--- config.mk ---
export PLATFORM = sky130hd
export DESIGN_NAME = line_winner_scan
export DESIGN_NICKNAME = d
export VERILOG_FILES = /design/src/rtl/line_winner_scan.sv
export SDC_FILE = /design/constraint.sdc
export NUM_CORES = 1
export LEC_CHECK = 0
export BUFFER_PORTS_ARGS = -buffer_cell sky130_fd_sc_hd__buf_2
export CORE_UTILIZATION = 51
export CTS_CLUSTER_SIZE = 25
export DETAILED_ROUTE_END_ITERATION = 8
export PLACE_DENSITY = 0.82
export SLEW_MARGIN = 15
export SYNTH_ARGS = -nofsm -noshare
export SYNTH_HDL_FRONTEND = slang
export SYNTH_SLANG_ARGS = --single-unit
--- constraint.sdc ---
create_clock -name clk -period 5.4 [get_ports clk]
set_clock_uncertainty 0.1 [all_clocks]
set_input_delay 1.08 -clock clk [delete_from_list [all_inputs] [get_ports clk]]
set_output_delay 1.08 -clock clk [all_outputs]
set_load 0.005 [all_outputs]
--- src/rtl/line_winner_scan.sv ---
// Sequential N-in-a-row winner scan: snapshots the board on start, checks one line per cycle.
// Optional EARLY_EXIT_EN: leave the scan on the cycle after the first winning line is found.
module line_winner_scan #(
  parameter  int N  = 3,
  localparam int LW = $clog2(2*N+2)
) (
  input  logic              clk,
  input  logic              rst_n,
  input  logic              start,
  input  logic [2*N*N-1:0]  board,
  output logic              busy,
  output logic              done,
  output logic              ganador,
  output logic [1:0]        who,
  output logic [LW-1:0]     win_line,
  output logic              draw,
  output logic              error
);

  localparam logic [1:0]    IDLE      = 2'd0;
  localparam logic [1:0]    SCAN      = 2'd1;
  localparam logic [1:0]    DONE      = 2'd2;
  localparam logic [LW-1:0] LAST_LINE = LW'(2*N+1);

  logic [1:0]       state_r;
  logic [LW-1:0]    k_r;
  logic [2*N*N-1:0] snap_r;
  logic             empty_r, invalid_r;
  logic             gan_acc_r;
  logic [1:0]       who_acc_r;
  logic [LW-1:0]    line_acc_r;
  logic             busy_r, done_r, ganador_r, draw_r, error_r;
  logic [1:0]       who_r;
  logic [LW-1:0]    win_line_r;

  logic             empty_s, invalid_s;
  logic [1:0]       line_sym_s;
  logic             line_eq_s, line_win_s;
  logic             gan_nxt_s;
  logic [1:0]       who_nxt_s;
  logic [LW-1:0]    line_nxt_s;
  logic             exit_s;

  function automatic logic [1:0] cell_at(input logic [2*N*N-1:0] b, input int r, input int c);
    return b[2*(r*N+c) +: 2];
  endfunction

  // Lines 0..N-1 are rows, N..2N-1 columns, 2N the main and 2N+1 the anti-diagonal.
  function automatic logic [1:0] line_cell(input logic [2*N*N-1:0] b, input int k, input int i);
    logic [1:0] v;
    if (k < N) v = cell_at(b, k, i);
    else if (k < 2*N) v = cell_at(b, i, k - N);
    else if (k == 2*N) v = cell_at(b, i, i);
    else v = cell_at(b, i, N - 1 - i);
    return v;
  endfunction

  // Empty/invalid presence of the board being captured.
  always_comb begin
    empty_s   = 1'b0;
    invalid_s = 1'b0;
    for (int i = 0; i < N*N; i++) begin
      empty_s   = empty_s   | (board[2*i +: 2] == 2'b00);
      invalid_s = invalid_s | (board[2*i +: 2] == 2'b11);
    end
  end

  // Evaluate line k_r of the snapshot; 11 cells fail the symbol test so they never win.
  always_comb begin
    line_sym_s = line_cell(snap_r, int'(k_r), 0);
    line_eq_s  = 1'b1;
    for (int i = 1; i < N; i++) begin
      line_eq_s = line_eq_s & (line_cell(snap_r, int'(k_r), i) == line_sym_s);
    end
    line_win_s = line_eq_s & ((line_sym_s == 2'b01) | (line_sym_s == 2'b10));
  end

  // Keep the earliest winning line; later wins never overwrite it.
  always_comb begin
    gan_nxt_s = gan_acc_r | line_win_s;
    if (gan_acc_r) begin
      who_nxt_s  = who_acc_r;
      line_nxt_s = line_acc_r;
    end else if (line_win_s) begin
      who_nxt_s  = line_sym_s;
      line_nxt_s = k_r;
    end else begin
      who_nxt_s  = 2'b00;
      line_nxt_s = {LW{1'b0}};
    end
  end

`ifdef EARLY_EXIT_EN
  assign exit_s = (k_r == LAST_LINE) | gan_acc_r;
`else
  assign exit_s = (k_r == LAST_LINE);
`endif

  // Scan FSM, accumulators and registered result outputs.
  always_ff @(posedge clk or negedge rst_n) begin
    if (!rst_n) begin
      state_r    <= IDLE;
      k_r        <= {LW{1'b0}};
      snap_r     <= {(2*N*N){1'b0}};
      empty_r    <= 1'b0;
      invalid_r  <= 1'b0;
      gan_acc_r  <= 1'b0;
      who_acc_r  <= 2'b00;
      line_acc_r <= {LW{1'b0}};
      busy_r     <= 1'b0;
      done_r     <= 1'b0;
      ganador_r  <= 1'b0;
      who_r      <= 2'b00;
      win_line_r <= {LW{1'b0}};
      draw_r     <= 1'b0;
      error_r    <= 1'b0;
    end else begin
      case (state_r)
        IDLE: begin
          done_r <= 1'b0;
          if (start) begin
            snap_r     <= board;
            empty_r    <= empty_s;
            invalid_r  <= invalid_s;
            k_r        <= {LW{1'b0}};
            gan_acc_r  <= 1'b0;
            who_acc_r  <= 2'b00;
            line_acc_r <= {LW{1'b0}};
            busy_r     <= 1'b1;
            state_r    <= SCAN;
          end else begin
            state_r <= IDLE;
          end
        end
        SCAN: begin
          gan_acc_r  <= gan_nxt_s;
          who_acc_r  <= who_nxt_s;
          line_acc_r <= line_nxt_s;
          k_r        <= k_r + LW'(1);
          if (exit_s) begin
            busy_r     <= 1'b0;
            done_r     <= 1'b1;
            ganador_r  <= gan_nxt_s;
            who_r      <= who_nxt_s;
            win_line_r <= line_nxt_s;
            draw_r     <= ~gan_nxt_s & ~empty_r & ~invalid_r;
            error_r    <= invalid_r;
            state_r    <= DONE;
          end else begin
            state_r <= SCAN;
          end
        end
        DONE: begin
          done_r  <= 1'b0;
          state_r <= IDLE;
        end
        default: begin
          busy_r  <= 1'b0;
          done_r  <= 1'b0;
          state_r <= IDLE;
        end
      endcase
    end
  end

  assign busy     = busy_r;
  assign done     = done_r;
  assign ganador  = ganador_r;
  assign who      = who_r;
  assign win_line = win_line_r;
  assign draw     = draw_r;
  assign error    = error_r;

endmodule

# ---- After elaboration in Yosys (flattened, before gate mapping)
# Cells that the tools add are included.
dict set report op_classes {
  n_addsub 6
  mul 1
  n_lt_le_gt_ge 2
  n_eq_ne 19
  shifts 6
  n_mux 27
  bitwise_logic 26
  reduce_logical 15
}
# cell count
set ops {}
lappend ops {{18-bit by 32-bit variable part select with 2-bit output} 3}
lappend ops {{31-bit by 2-bit adder with 31-bit output (second input constant)} 1}
lappend ops {{2-bit 2-to-1 mux} 12}
lappend ops {{2-bit equality test (second input constant)} 11}
lappend ops {{2-bit logical NOT} 10}
lappend ops {{1-bit OR} 18}
lappend ops {{18-bit by 5-bit variable part select with 2-bit output} 1}
lappend ops {{18-bit by 6-bit variable part select with 2-bit output} 1}
lappend ops {{18-bit by 8-bit variable part select with 2-bit output} 1}
lappend ops {{3-bit one-hot mux with 2 select lines} 2}
lappend ops {{3-bit 2-to-1 mux} 3}
lappend ops {{2-bit one-hot mux with 2 select lines} 2}
lappend ops {{5-bit by 2-bit adder with 6-bit output (second input constant)} 1}
lappend ops {{1-bit 2-to-1 mux} 6}
lappend ops {{2-bit AND reduction} 3}
lappend ops {{3-bit by 4-bit adder with 5-bit output (first input constant)} 1}
lappend ops {{4-bit by 4-bit adder with 5-bit output (first input constant)} 1}
lappend ops {{3-bit by 2-bit multiplier with 5-bit output (second input constant)} 1}
lappend ops {{1-bit bitwise AND} 4}
lappend ops {{2-bit by 1-bit equality test with 1-bit output (second input constant)} 2}
lappend ops {{2-bit equality test} 2}
lappend ops {{2-bit != test (second input constant)} 2}
lappend ops {{1-bit inverter} 4}
lappend ops {{3-bit by 2-bit subtractor with 4-bit output (second input constant)} 1}
lappend ops {{9 further kinds} 9}
dict set report totals {
  register_bits 41
  in_bits 21
  out_inout_bits 10
  wordCells 117
}

# ---- Logic depth before layout (Yosys ltp)
dict set report depth {
  depth_word 12
  ltp_mapped 17
  mapped_depth_nobuf 13
}

# ---- Worst setup path before layout
# Ideal clock, no wire load.
dict set report synth_path {
  kind {reg-to-reg}
  startpoint {register k_r[0]}
  endpoint {register who_acc_r[1]}
  setup_ns 0.104
  t_arrival_ns 3.596
  required_ns 5.196
  setup_slack_ns 1.601
  stages_incl_launch_ff 18
  path_buffers 5
  period_less_slack_ns 3.799
  cell_sequence {dfrtp_1 > buf_2 > buf_2 > buf_2 > inv_2 > ha_1 > buf_6 > inv_1 > ha_1 > a211o_1 > o21a_1 > a21bo_1 > o211a_1 > or3_1 > o21ai_1 > nor2_1 > buf_6 > o41ai_4}
}
dict set report synth_between {
  elab_chain_len 11
  elab_cells_between_ends 33
  cone_classes {5 x add/sub; 1 x mul; 2 x order compare; 5 x eq/ne; 6 x shift; 11 x mux; 3 x bitwise}
}
# element line
set synth_rtl {}
lappend synth_rtl {{start: declaration} 26} ;# logic [LW-1:0] k_r;
lappend synth_rtl {{start signal: assignment} 103} ;# k_r <= {LW{1'b0}};
lappend synth_rtl {{start signal: assignment} 125} ;# k_r <= {LW{1'b0}};
lappend synth_rtl {{start signal: assignment} 139} ;# k_r <= k_r + LW'(1);
lappend synth_rtl {{branches (longest 8 deep; another with 31-bit by 2-bit adder with 31-bit output)} -}
lappend synth_rtl {{2-bit 2-to-1 mux (*)} 84} ;# end else if (line_win_s) begin
lappend synth_rtl {{2-bit 2-to-1 mux (*)} 81} ;# if (gan_acc_r) begin
lappend synth_rtl {{2-bit one-hot mux with 2 select lines (*)} 118} ;# case (state_r)
lappend synth_rtl {{end signal: assignment} 137} ;# who_acc_r <= who_nxt_s;
lappend synth_rtl {{end: declaration} 30} ;# logic [1:0] who_acc_r;
# Every way passes the cells marked *.
# A chain may end at the register's enable or synchronous reset.

# ---- Worst setup path after layout
dict set report layout_path {
  startpoint {register k_r[1]}
  endpoint {register draw_r (netlist: draw)}
}
dict set report layout_between {
  elab_chain_len 12
  elab_cells_between_ends 36
  cone_classes {5 x add/sub; 1 x mul; 2 x order compare; 6 x eq/ne; 6 x shift; 8 x mux; 7 x bitwise; 1 x reduce/logical}
}
# element line
set layout_rtl {}
lappend layout_rtl {{branches (longest 12 deep; another with 31-bit by 2-bit adder with 31-bit output)} -}
lappend layout_rtl {{end signal: assignment} 146} ;# draw_r <= ~gan_nxt_s & ~empty_r & ~invalid_r;
lappend layout_rtl {{end: declaration} 32} ;# logic busy_r, done_r, ganador_r, draw_r, error_r;
# Parallel ways; which one is timed is not known.

==> flow_metrics.env <==
export IMPL_antenna_found_initial=0
export IMPL_gp_routability_congestion=0.9627
export IMPL_synth_ff_type="dfrtp_1"
export IMPL_tritoncts="built"
export IMPL_dp_final_hpwl_mm=5.683
export IMPL_sinks_on_the_clock_net=41
export IMPL_cts_max_path_buffers=2
export IMPL_drv_max_cap_violation_count=0
export IMPL_post_synth_cell_area_avg_um2=10.01
export IMPL_initial_cell_density_of_the_core_pct=54.08
export IMPL_report_final_hold_viol_count=0
export IMPL_number_of_vias_in_the_routed_layout=2596
export IMPL_multi_input_area_um2=1871
export IMPL_clockRootBuffer="clkbuf_8"
export IMPL_first_global_vias=2419
export IMPL_fmax_ghz=0.2282
export IMPL_nFillCells=515
export IMPL_cts_repair_timing_setup_buffer_count=0
export IMPL_timing_max_transition_violations_final=0
export IMPL_wl_met1_mm=3.277
export IMPL_port_buffers=30
export IMPL_max_vdd_ir_drop_uv=402.8
export IMPL_power_density_nw_per_um2=755.2
export IMPL_crit_required_ns=5.53
export IMPL_htree_num_levels=2
export IMPL_chipWidth_um=79.12
export IMPL_grt_usage_pct=26.31
export IMPL_die_y_um=79.12
export IMPL_postSynth_asyncResetShare_pct=100.0
export IMPL_met3_length_um=434
export IMPL_yosysUniqueCellTypes=59
export IMPL_regToRegStartpoint="k_r[1]"
export IMPL_cts_buffers=5
export IMPL_crit_reg2reg_capture="draw"
export IMPL_synth_compound_gate_area_share_pct=18.81
export IMPL_final_layout_size_suffix_gt1_share_pct=24.39
export IMPL_top_layer_used="met4"
export IMPL_setup_repair_after_global_routing_missed_its_margin="false"
export IMPL_overflow=0
export IMPL_fin_tns_setup_ns=0
export IMPL_synth_seq_cells=41
export IMPL_routed_length_per_instance_um=18.80
export IMPL_worst_path_max_fanout=16
export IMPL_setup_violations=0
export IMPL_min_period_over_period_pct=81.17
export IMPL_wl_met2_mm=3.650
export IMPL_static_leakage_power_nw=1.433
export IMPL_cts_repair_resized=0
export IMPL_holdBufCountCts=0
export IMPL_worstPathArrival_ns=4.51
export IMPL_result_of_the_run="finished clean"
export IMPL_hold_path_class="flop to flop"
export IMPL_min_delay_worst_endpoint="line_acc_r[2]"
export IMPL_top_level_ports=31
export IMPL_synth_edf_count=0
export IMPL_drt_total_wl_mm=7.518
export IMPL_synth_cell_area_um2=3033
export IMPL_initialDrtViolationCount=299
export IMPL_worstRegToRegCells=13
export IMPL_grt_pass1_wl_mm=12.40
export IMPL_clkTransAtPathRegs_ns=0.08
export IMPL_yosys_area_share_adder_pct=5.198
export IMPL_worst_slew_pin_transition_ns=0.8766
export IMPL_timing_critical_path_from_type="flop"
export IMPL_rows=27
export IMPL_post_route_util_pct=59.15
export IMPL_gate_count_after_technology_mapping=303
export IMPL_hold_start="line_acc_r[2]"
export IMPL_grt_max_degree=42
export IMPL_layout_nets=361
export IMPL_number_of_nets_with_antenna_violations_after_routing=0
export IMPL_diodes=0
export IMPL_sequential_cell_area_um2=1026
export IMPL_insertion_delay_ns=0.29
export IMPL_yosys_area_share_xor_xnor_pct=1.444
export IMPL_synth_nets=336
export IMPL_synth_area_mux_share_pct=23.64
export IMPL_post_route_drc_count=0
export IMPL_flow_area_growth_from_synthesis_pct=9.365
export IMPL_drt_pass1_iter_count=5
export IMPL_synthesis_yosys_warnings=0
export IMPL_synth_top_family_by_area="multiplexers"
export IMPL_endpoint_kind_of_the_worst_setup_timing_path="flop"
export IMPL_drt_vias_per_instance=6.490
export IMPL_timing_hold_worst_path_depth=2
export IMPL_design_die_area_um2=6259
export IMPL_kind_of_critical_path="flop to flop"
export IMPL_seq_area_frac_synth_pct=33.83
export IMPL_worst_slew_slack_as_a_fraction_of_its_limit_pct=41.56
export IMPL_timing_reg2reg_setup_slack_ns=1.02
export IMPL_design_core_area_um2=5608
export IMPL_finalCriticalPeriod_ns=4.383
export IMPL_post_synth_and_or_nand_nor_area_fraction_pct=12.42
## worst max path at each step
stage,startpoint,end,slack (ns),cells past startpoint
after floorplan,k_r[0],who_acc_r[1],1.60,17
after global placement,k_r[1],draw,1.12,13
after detailed placement,k_r[1],draw,1.08,13
after CTS,k_r[1],draw,1.07,13
after global routing,k_r[1],line_acc_r[1],0.68,13
final,k_r[1],draw,1.02,13
## routing by layer
metal,vias to the layer above,global-route usage (%)
met3,17,4.828
met5,-,0
li1,1192,-
met2,106,43.36
met1,1281,34.97
met4,0,8.727
## cell usage after synthesis, types with 3 or more instances
cell type	n	area (um2)
a211oi_1	3	22.52
a21oi_1	18	90.09
a31oi_1	4	25.02
buf_2	8	40.04
clkbuf_1	6	22.52
dfrtp_1	41	1026
ha_1	11	137.6
inv_1	13	48.80
mux2_1	3	33.78
mux2_2	22	247.7
mux2i_1	12	120.1
mux4_2	11	247.7
nand2_1	30	112.6
nand2b_1	3	18.77
nand3_1	7	35.03
nand4_1	5	31.28
nor2_1	19	71.32
nor2b_1	3	18.77
o2111ai_1	3	26.28
o211ai_1	4	30.03
o21ai_0	15	75.07
o21ai_1	4	20.02
o22ai_1	7	43.79
or3_1	4	25.02
xnor2_1	3	26.28
## per-stage QoR
stage	worst slack [ns]	cell area, um2	total power, mW	cells	hold WS [ns]
5_1_grt	0.6814	3317	2.674	400	0.4207
6_report	1.017	3317	2.505	400	0.3894
2_1_floorplan	1.601	3033	1.874	303	0.3385
3_3_place_gp	1.123	3227	2.211	393	0.3546
4_1_cts	1.065	3317	2.476	400	0.3820
3_5_place_dp	1.078	3227	2.262	393	0.3662
## cell families (layout without fill, tap and decap cells)
family,after synthesis,in the layout
AO/OA/AOI/OAI,82,82
AND/OR/NAND/NOR,81,81
multiplexers,51,51
flip-flops,41,41
buffers and inverters,31,56
adder cells (fa/ha/maj),12,12
XOR/XNOR,5,5
## cell usage in the layout (no fill, tap or decap), types with 3 or more instances in the layout
cell type  Yosys  routed
o2111ai_1      3       3
a31oi_1        4       4
mux4_2        11      11
inv_1         13      13
buf_2          8      30
a21oi_1       18      18
nand2_1       30      30
o21ai_0       15      15
o21ai_1        4       4
a211oi_1       3       3
mux2_2        22      22
nand3_1        7       7
nand4_1        5       5
ha_1          11      11
nor2_1        19      19
o211ai_1       4       4
or3_1          4       4
buf_4          0       5
dfrtp_1       41      41
clkbuf_8       0       6
mux2i_1       12      12
o22ai_1        7       7
nand2b_1       3       3
mux2_1         3       3
nor2b_1        3       3
xnor2_1        3       3
## sequential cells by signal, indices dropped and copies added, names as in the netlist, 2 cells and up
signal,cells
snap_r,18
win_line,3
who_acc_r,2
state_r,2
who,2
k_r,3
line_acc_r,3
## power breakdown
part | total (mW) | internal, mW | switching, mW
Sequential | 0.644 | 0.433 | 0.211
Clock | 0.204 | 0.101 | 0.103
Combinational | 1.66 | 0.783 | 0.875
## area by class of cell
type | instances | area share, %
Inverter | 14 | 1.584
Timing Repair Buffer | 35 | 5.658
Clock buffer | 6 | 2.490
Multi-Input combinational cell | 231 | 56.39
Clock inverter | 1 | 0.2263
Tap cell | 72 | 2.716
Sequential cell | 41 | 30.93
## worst max-delay path, cell delays in order, from the launching register on
cell and delay [ns]:
dfrtp_1 0.73, ha_1 0.46, inv_1 0.09, ha_1 0.47, inv_1 0.20, ha_1 0.26
a211o_1 0.27, o21a_1 0.19, a21bo_1 0.21, o211a_1 0.22, nand4_1 0.12, o21ai_1 0.10
nor2_1 0.64, a32o_1 0.27
Power figures use the tool's default switching activity.
